<file path="src/rtl/logic16_arbiter.sv">
// Round-robin arbiter sharing one 16-bit bitwise logic unit among NUM_REQ requesters.
// Operands are latched on grant, the result is registered, and responses use valid/ready.
module logic16_arbiter #(
    parameter int NUM_REQ = 4,
    parameter int WIDTH   = 16
) (
    input  logic                       clk,
    input  logic                       reset_n,
    input  logic [NUM_REQ-1:0]         req_valid,
    output logic [NUM_REQ-1:0]         req_ready,
    input  logic [2*NUM_REQ-1:0]       req_op,
    input  logic [WIDTH*NUM_REQ-1:0]   req_a,
    input  logic [WIDTH*NUM_REQ-1:0]   req_b,
    output logic                       rsp_valid,
    input  logic                       rsp_ready,
    output logic [$clog2(NUM_REQ)-1:0] rsp_id,
    output logic [WIDTH-1:0]           rsp_data,
    output logic                       busy
);

    localparam int          IDW  = $clog2(NUM_REQ);
    localparam int unsigned NREQ = NUM_REQ;

    typedef enum logic [1:0] {IDLE, EXEC, RESP} state_t;

    state_t           state;
    logic [IDW-1:0]   ptr;
    logic [1:0]       cur_op;
    logic [WIDTH-1:0] cur_a;
    logic [WIDTH-1:0] cur_b;
    logic [WIDTH-1:0] result;

    logic [NUM_REQ-1:0] grant;
    logic [IDW-1:0]     grant_id;
    logic [1:0]         sel_op;
    logic [WIDTH-1:0]   sel_a;
    logic [WIDTH-1:0]   sel_b;
    logic               found;
    int unsigned        idx;

    // Rotating-priority scan: first valid index at or after ptr, wrapping past NUM_REQ-1.
    always_comb begin
        grant    = '0;
        grant_id = '0;
        sel_op   = '0;
        sel_a    = '0;
        sel_b    = '0;
        found    = 1'b0;
        idx      = 0;
        for (int unsigned k = 0; k < NREQ; k++) begin
            idx = 32'(ptr) + k;
            if (idx >= NREQ) begin
                idx = idx - NREQ;
            end
            if (!found && req_valid[idx]) begin
                found       = 1'b1;
                grant[idx]  = 1'b1;
                grant_id    = IDW'(idx);
                sel_op      = req_op[2*idx +: 2];
                sel_a       = req_a[WIDTH*idx +: WIDTH];
                sel_b       = req_b[WIDTH*idx +: WIDTH];
            end
        end
    end

    assign req_ready = (state == IDLE && reset_n) ? grant : '0;

    always_comb begin
        result = '0;
        case (cur_op)
            2'b00:   result = cur_a & cur_b;
            2'b01:   result = cur_a | cur_b;
            2'b10:   result = cur_a ^ cur_b;
            default: result = ~cur_a;
        endcase
    end

    always_ff @(posedge clk or negedge reset_n) begin
        if (!reset_n) begin
            state     <= IDLE;
            ptr       <= '0;
            cur_op    <= '0;
            cur_a     <= '0;
            cur_b     <= '0;
            rsp_valid <= 1'b0;
            rsp_data  <= '0;
            rsp_id    <= '0;
            busy      <= 1'b0;
        end else begin
            case (state)
                IDLE: begin
                    if (found) begin
                        state  <= EXEC;
                        busy   <= 1'b1;
                        cur_op <= sel_op;
                        cur_a  <= sel_a;
                        cur_b  <= sel_b;
                        rsp_id <= grant_id;
                    end
                end
                EXEC: begin
                    rsp_data  <= result;
                    rsp_valid <= 1'b1;
                    state     <= RESP;
                end
                RESP: begin
                    if (rsp_ready) begin
                        rsp_valid <= 1'b0;
                        busy      <= 1'b0;
                        state     <= IDLE;
                        ptr       <= (rsp_id == IDW'(NUM_REQ - 1)) ? '0 : rsp_id + 1'b1;
                    end
                end
                default: state <= IDLE;
            endcase
        end
    end

endmodule

</file>
<file path="config.mk">
export PLATFORM = sky130hd
export DESIGN_NAME = logic16_arbiter
export DESIGN_NICKNAME = d
export VERILOG_FILES = /design/src/rtl/logic16_arbiter.sv
export SDC_FILE = /design/constraint.sdc
export NUM_CORES = 1
export LEC_CHECK = 0
export BUFFER_PORTS_ARGS = -buffer_cell sky130_fd_sc_hd__buf_2
export CAP_MARGIN = 40
export CORE_ASPECT_RATIO = 0.75
export CORE_MARGIN = 2
export CORE_UTILIZATION = 55
export CTS_CLUSTER_SIZE = 16
export DETAILED_ROUTE_END_ITERATION = 8
export HOLD_SLACK_MARGIN = 0.05
export PLACE_DENSITY = 0.8
export SYNTH_ARGS = -nofsm -noshare
export SYNTH_HDL_FRONTEND = slang
export SYNTH_SLANG_ARGS = --single-unit
</file>
<file path="constraint.sdc">
create_clock -name clk -period 8.65 [get_ports clk]
set_input_delay 0.4325 -clock clk [delete_from_list [all_inputs] [get_ports clk]]
set_output_delay 0.4325 -clock clk [all_outputs]
set_load 0.02 [all_outputs]
</file>
Word-level counts from Yosys, hierarchy flattened
Index checks and enable logic that the tools add are counted.
{ "word_totals": {"ff_bits": 58, "inputBits": 143, "out_inout_bits": 24, "word_cells": 129} }
{ "classes": {"addsub": 8, "n_lt_le_gt_ge": 12, "eq_ne": 7, "shifts": 12, "mux": 54, "n_bitwise": 7, "n_reduce_logical": 20} }
{ "op_table": {"columns": ["operator", "n"], "rows": [
  ["indexed part select 64 x 33 -> 16 bit", 8],
  ["indexed part select 8 x 33 -> 2 bit", 4],
  ["greater-or-equal comparator 32 x 1 -> 1 bit (second input constant)", 4],
  ["< comparator 32 x 3 -> 1 bit (second input constant)", 4],
  ["2-to-1 mux 16 bit", 8],
  ["2-to-1 mux 32 bit", 4],
  ["one-hot mux 16 bit (3 select lines)", 1],
  ["2-to-1 mux 2 bit", 11],
  ["2-to-1 mux 4 bit", 5],
  ["bitwise AND 16 bit", 1],
  ["NOT 16 bit", 1],
  ["bitwise OR 16 bit", 1],
  ["bitwise XOR 16 bit", 1],
  ["2-to-1 mux 1 bit", 14],
  ["bitwise OR 4 bit", 3],
  ["subtractor 3 x 3 -> 4 bit (second input constant)", 3],
  ["greater-or-equal comparator 3 bit (second input constant)", 3],
  ["binary-select mux 1 bit (select 2 bit)", 4],
  ["demux 1 bit (select 2 bit)", 4],
  ["logical AND 1 bit", 8],
  ["AND reduction 2 bit", 4],
  ["adder 2 x 2 -> 3 bit (second input constant)", 2],
  ["== test 2 bit (second input constant)", 3],
  ["one-hot mux 2 bit (3 select lines)", 1],
  ["11 further kinds", 18]
]} }

Longest topological paths before layout
Gate-level depths: netlist (run 1).
{ "depth": {"ltp_word": 16, "mapped_depth": 14, "ltp_nobuf": 7} }

Least setup slack after synthesis (run 1)
Ideal clock, no wire load.
{ "synth_path": {"kind": "register to output", "start": "register ptr[0]", "end": "output req_ready[0]", "arrival_time_ns": 3.175, "required_ns": 8.217, "setup_slack_ns": 5.042, "path_stages_with_launch": 13, "n_path_buf": 5, "cell_sequence": "dfrtp_1 > buf_6 > buf_4 > buf_2 > inv_1 > ha_1 > buf_2 > mux4_2 > nor2_1 > buf_2 > and2_1 > a22oi_1 > a21oi_1"} }
{ "synth_between": {"elab_chain_len": 15, "elab_cells_between_ends": 60, "classes_between": "add/sub: 7; order compare: 12; mux: 28; bitwise: 3; reduce/logical: 10"} }
{ "synth_rtl": {"columns": ["element", "line_no", "rtl"], "rows": [
  ["start, declared", "27", "logic [IDW-1:0] ptr;"],
  ["start signal, assigned", "111", "ptr <= (rsp_id == IDW'(NUM_REQ - 1)) ? '0 : rsp_id + 1'b1;"],
  ["branches (longest 13 deep; another with greater-or-equal comparator 32 x 1 -> 1 bit)", null, null],
  ["2-to-1 mux 4 bit (*)", "55", "if (!found && req_valid[idx]) begin"],
  ["2-to-1 mux 4 bit (*)", "66", "assign req_ready = (state == IDLE && reset_n) ? grant : '0;"],
  ["end, declared", "10", "output logic [NUM_REQ-1:0] req_ready,"]
]} }
Mark *: on every way between the ends. The select of a mux whose other input is x is not followed.

Final worst setup path (run 1)
Ends and elaborated chain as after synthesis.

==> summary.txt, run 1 <==
CP Launch Type = flip-flop
Slew @ Worst Pin = 889 ps
Number of DRC markers in iteration 0 = 696
Arrival time worst endpoint = 4930 ps
Crit-path slowest cell = dfrtp_4
Vias per cell = 6.86
Post-route cell area = 9270 µm²
RR Startpoint = ptr[0]
Clock Power Share = 9.5%
RSZ-0062 raised after global routing = false
Worst skew pair latency = 330 ps
Cell area after synthesis = 8090 µm²
Hold Violations, Final = 0
Initial core utilization = 56.1%
CP max stage delay = 980 ps
Core area = 14400 µm²
H-tree depth = 3
Non-Filler Instances = 1091
CTS root buf = clkbuf_16
Layout cells sized above 1 = 40.7%
Comb pwr share = 74.8%
Routed wire length = 22.5 mm
Part of the Yosys area used for sequential elements = 17.9%
P&R area growth vs syn = 14.6%
Worst Path Required = 8220 ps
Worst slew margin = 40.7%
Fmax = 0.186 GHz
Final antenna-violating net count = 0
Post-CTS setup buffers = 0
Reg2Reg Setup Slack = 3860 ps
Sw Share = 46.8%
Cells after Synth = 783
Status = complete, no violations
Total negative slack = 0 ps
CTS tree = built
Cell Pwr Density = 416 nW/µm²
Lkg Pwr = 3.88 nW
Pwr Total = 3.86 mW
Post-synthesis register bit count = 58
Critical Path End Type = primary output
# DRC = 0
Metal3 WL = 2.19 mm
ANT cells = 0
Register-to-Register Path Depth = 8
Vias in the first global route = 7143
Max-Cap Viols = 0
Highest layer used for signal routing = met4
Inst Count DP = 1076
WS Path Type = reg2out
Met2 Wirelength = 10.4 mm
Die width = 144 µm
Pin count of the biggest net entering global routing = 74
Peak VDD IR = 0.245 mV
Hold Path Class = in2async
CP top delay family = flip-flops
Grt total ovfl = 0
Final count of pins violating max slew = 0
# port buffers = 166
Total number of vias = 7479
Antenna violations before repair = 0
Skew final = 3.84 ps
Setup-failing EPs final = 0
Psw = 1.81 mW
Critical-path cell list = inv_1 -> ha_4 -> mux4_2 -> nor2_2 -> buf_4 -> and2_1 -> a22oi_1 -> a21oi_1 -> buf_2
Initial DRT Pass Iterations = 5
CTS max path bufs = 2
CTS Sinks = 58
Gp weighted congestion = 0.852
Worst path buffer plus inverter count = 3
Nets = 1070
Final min period = 5370 ps
Cell internal pwr = 2.05 mW
Cell Area, Placed = 8960 µm²
Global-route wire length before repair = 36.4 mm
Metal-1 WL = 9.43 mm
YS warnings = 0
CTS clk-pin slew, worst paths = 50 ps
GRT Util Overall = 29.6%
Syn nets = 966
R2R Path End = cur_a[9]
CTS Buf Count = 9
WL per Instance = 20.6 µm
CTS hold repair buffers = 0
Io pins = 167
Die area = 15700 µm²
Yosys cell types = 44
Register share of total power = 15.7%
Die height = 109 µm
Period utilization = 62.0%
FP Rows = 38
Post-DP HPWL = 15.7 mm
Post-CTS sizing = 0
CP max FO = 56
Mapped Avg Cell Area = 10.3 µm²
## cells in the final DEF (no fill, tap or decap), drive strengths merged, types with 2 or more instances in the layout
master	count
buf	183
mux4	113
mux2i	70
nor2	59
dfrtp	58
nand2	52
o21ai	44
inv	43
ha	40
and3	35
a31oi	35
o221a	34
o221ai	34
a21oi	27
clkbuf	13
a211oi	9
mux2	8
nand2b	5
a221oi	3
or2	3
nor2b	3
o21bai	2
a22o	2
a21o	2
## cells by family after synthesis
kind of cell    count (synthesis)  synth area share, %
simple gates                  160                 9.04
buf+inv                       133                 7.30
mux                           191                 41.3
fa+ha+maj                      40                 6.19
compound gates                201                 18.3
flops                          58                 17.9
## power by group through the flow
| stage | clock [mW] | sequential (mW) | combinational (mW) |
|---|---|---|---|
| 3_5_place_dp | 0 | 0.606 | 2.86 |
| 4_1_cts | 0.372 | 0.603 | 2.87 |
| 2_1_floorplan | 0 | 0.562 | 2.28 |
| 3_3_place_gp | 0 | 0.611 | 2.75 |
| 5_1_grt | 0.383 | 0.626 | 3.14 |
| 6_report | 0.367 | 0.605 | 2.89 |
## registers in the layout, summed over array words and instances, names as in the netlist, 2 cells and up
signal    cells
cur_a        16
cur_b        16
rsp_data     16
cur_op        2
ptr           2
rsp_id        2
state         2
## metal layers
layer  GRT usage, %  up-vias
met5              0        -
met4           9.94        0
met3           5.84       41
met2           45.5      424
met1           42.4     3684
li1               -     3330
## worst reg2reg max path, cell delays in order, from the launching register on
cell,delay (ps)
dfrtp_4,980
inv_1,320
ha_4,670
mux4_2,950
nor2_2,660
and3_1,400
buf_4,390
nand2_1,120
a31oi_1,210
## worst max path at each step
stage	start	cells after the start	end	slack, ps
floorplan	ptr[0]	12	req_ready[0]	5040
global placement	ptr[0]	9	req_ready[0]	3790
detailed placement	ptr[0]	9	req_ready[0]	3690
CTS	ptr[0]	9	req_ready[0]	3320
global route	ptr[0]	9	req_ready[0]	3000
finish	ptr[0]	9	req_ready[0]	3280
## area by class of cell
| class | instances | area [µm²] |
|---|---|---|
| multi-input cells | 592 | 6060 |
| clock inverters | 2 | 35.0 |
| clock buffers | 13 | 270 |
| fillers | 1126 | 5140 |
| flip-flops and latches | 58 | 1460 |
| well taps | 200 | 250 |
| repair buffers | 183 | 1030 |
| inverters | 43 | 161 |
## metrics by stage
stage	hold slack [ps]	worst slack, ps	util (%)
after global routing	352	3000	64.3
after global placement	463	3790	61.4
after CTS	303	3320	64.3
final	254	3280	64.3
after floorplan	137	5040	-
after detailed placement	473	3690	62.2
## synthesized netlist by cell type (all sizes together)
cell / count / area share, %
a211oi: 9 / 0.84
inv: 43 / 2.0
a311o: 1 / 0.12
o21bai: 2 / 0.19
clkbuf: 45 / 2.1
a221oi: 3 / 0.32
a2bb2oi: 1 / 0.11
a32o: 1 / 0.12
mux4: 113 / 31
a31o: 1 / 0.11
nor2: 59 / 2.7
or2: 3 / 0.23
a22o: 2 / 0.22
a21oi: 27 / 1.7
o221ai: 34 / 3.7
dfrtp: 58 / 18
a31oi: 35 / 2.8
and2: 1 / 0.077
nand3b: 1 / 0.093
mux2: 8 / 1.1
buf: 45 / 3.2
and3: 35 / 2.7
o22ai: 1 / 0.077
a22oi: 1 / 0.093
o31ai: 1 / 0.093
o21ai: 44 / 2.7
o31a: 1 / 0.11
nand2b: 5 / 0.39
o211ai: 1 / 0.093
mux2i: 70 / 8.7
nor2b: 3 / 0.32
a21o: 2 / 0.19
nand3: 1 / 0.062
o221a: 34 / 4.7
nand2: 52 / 2.4
ha: 40 / 6.2
Note: power is estimated with default switching activity, not from simulation.
==> run 2, diff against run 1 <==
==> constraint.sdc (replaced) <==
create_clock -name clk -period 5.6 [get_ports clk]
set_input_delay 0.28 -clock clk [delete_from_list [all_inputs] [get_ports clk]]
set_output_delay 0.28 -clock clk [all_outputs]
set_load 0.02 [all_outputs]
==> run 2 against run 1 <==
  * Critical endpoint unchanged
  * Flip-flop and latch count is the same
  * Clock-buffer cell count is the same
  * Design area shrank 0.86%
  * Clock skew grew 0.51 ps
  * Clock power grew 34%
  * First-iteration DRC count grew 1.1%
  * Non-clock buffer count is the same
  * Global-route usage shrank 1.0 points
  * Utilization shrank 0.56 points
==> summary.txt, run 2 (synthesis gave the netlist of run 1 again) <==
Status = complete, no violations
Lkg Pwr = 3.85 nW
CTS root buf = clkbuf_16
CP Launch Type = flip-flop
Initial core utilization = 56.1%
CP max FO = 44
Final count of pins violating max slew = 0
Total number of vias = 7356
Post-DP HPWL = 15.6 mm
Worst slew margin = 37.9%
ANT cells = 0
WL per Instance = 20.0 µm
Worst skew pair latency = 330 ps
Psw = 2.77 mW
Vias per cell = 6.74
Hold Violations, Final = 0
Period utilization = 83.5%
Die area = 15700 µm²
Layout cells sized above 1 = 40.6%
CTS max path bufs = 2
Io pins = 167
Die width = 144 µm
Comb pwr share = 75.7%
CTS tree = built
Worst Path Required = 5320 ps
Initial DRT Pass Iterations = 6
P&R area growth vs syn = 13.6%
Post-CTS setup buffers = 0
FP Rows = 38
Core area = 14400 µm²
RR Startpoint = ptr[0]
Number of DRC markers in iteration 0 = 704
GRT Util Overall = 28.6%
Arrival time worst endpoint = 4400 ps
R2R Path End = cur_a[14]
H-tree depth = 3
Gp weighted congestion = 0.863
Final antenna-violating net count = 0
Cell Pwr Density = 636 nW/µm²
Largest registers = cur_a x16, cur_b x16, rsp_data x16
# port buffers = 166
Register-to-Register Path Depth = 8
Vias in the first global route = 6843
CTS Sinks = 58
Cell internal pwr = 3.07 mW
CTS Buf Count = 9
Reg2Reg Setup Slack = 1210 ps
Slew @ Worst Pin = 932 ps
Setup WS pre-CTS = 1270 ps
Global-route wire length before repair = 35.1 mm
Register share of total power = 15.9%
Peak VDD IR = 0.403 mV
# DRC = 0
Max-Cap Viols = 0
Post-CTS sizing = 0
Most frequent cells in the layout = buf_2 (166), mux4_2 (113), mux2i_1 (70)
Final min period = 4680 ps
Die height = 109 µm
Most common cell after layout, fill and taps aside = buf_2
WS Path Type = reg2out
Worst Setup SP = ptr[0]
Setup-failing EPs final = 0
Sw Share = 47.4%
Fmax = 0.214 GHz
Antenna violations before repair = 0
CTS hold repair buffers = 0
Clock Power Share = 8.4%
Skew final = 4.35 ps
Final worst slack = 922 ps
RSZ-0062 raised after global routing = false
Nets = 1070
Critical Path End Type = primary output
Grt total ovfl = 0
Hold Path Class = in2async
CTS clk-pin slew, worst paths = 50 ps
Pin count of the biggest net entering global routing = 67
Routed wire length = 21.8 mm
Total negative slack = 0 ps
## run 2: layout make-up
type | count | area, µm²
Clock inverter | 3 | 15.0
Clock buffer | 13 | 250
Sequential cell | 58 | 1460
Tap cell | 200 | 250
Inverter | 43 | 161
Multi-Input combinational cell | 592 | 6060
Fill cell | 1159 | 5220
Timing Repair Buffer | 183 | 993
## run 2: worst max-delay path, cell delays in order, from the launching register on
cell,delay [ps]
dfrtp_4,790
inv_1,260
ha_4,630
mux4_2,940
nor2_2,730
and2_1,290
a22oi_1,80
a21oi_1,140
buf_2,180
## run 2: worst max-delay path by stage
stage	endpoint	cells after the start	slack (ps)
after floorplan	req_ready[0]	12	2140
after global placement	req_ready[0]	8	1360
after detailed placement	cur_op[1]	8	1270
after CTS	req_ready[0]	8	950
after global routing	req_ready[2]	8	650
final	req_ready[0]	8	920
## run 2: power groups by stage
| stage | sequential, mW | combinational [mW] | clock, mW |
|---|---|---|---|
| 2_1_floorplan | 0.869 | 3.52 | 0 |
| 3_3_place_gp | 0.919 | 4.25 | 0 |
| 3_5_place_dp | 0.933 | 4.37 | 0 |
| 4_1_cts | 0.926 | 4.39 | 0.496 |
| 5_1_grt | 0.962 | 4.81 | 0.515 |
| 6_report | 0.931 | 4.42 | 0.490 |
## run 2: layer usage
| metal | share of wire, % | global-route usage, % | routed length, µm | vias to the layer above |
|---|---|---|---|---|
| met3 | 9.0 | 5.93 | 1980 | 55 |
| met5 | 0 | 0 | 0 | - |
| met2 | 46 | 44.1 | 9980 | 395 |
| met1 | 43 | 40.8 | 9380 | 3588 |
| met4 | 2.2 | 9.03 | 486 | 0 |
| li1 | - | - | - | 3318 |
## run 2: stage by stage
step	total power, mW	util, %	cells	area, µm²	hold WS (ps)
finish	5.84	63.8	1092	9190	94.9
global route	6.29	63.8	1092	9190	173
CTS	5.82	63.8	1092	9190	133
detailed placement	5.31	62.0	1076	8920	469
global placement	5.17	61.6	1073	8870	465
floorplan	4.39	-	783	8090	-15.6
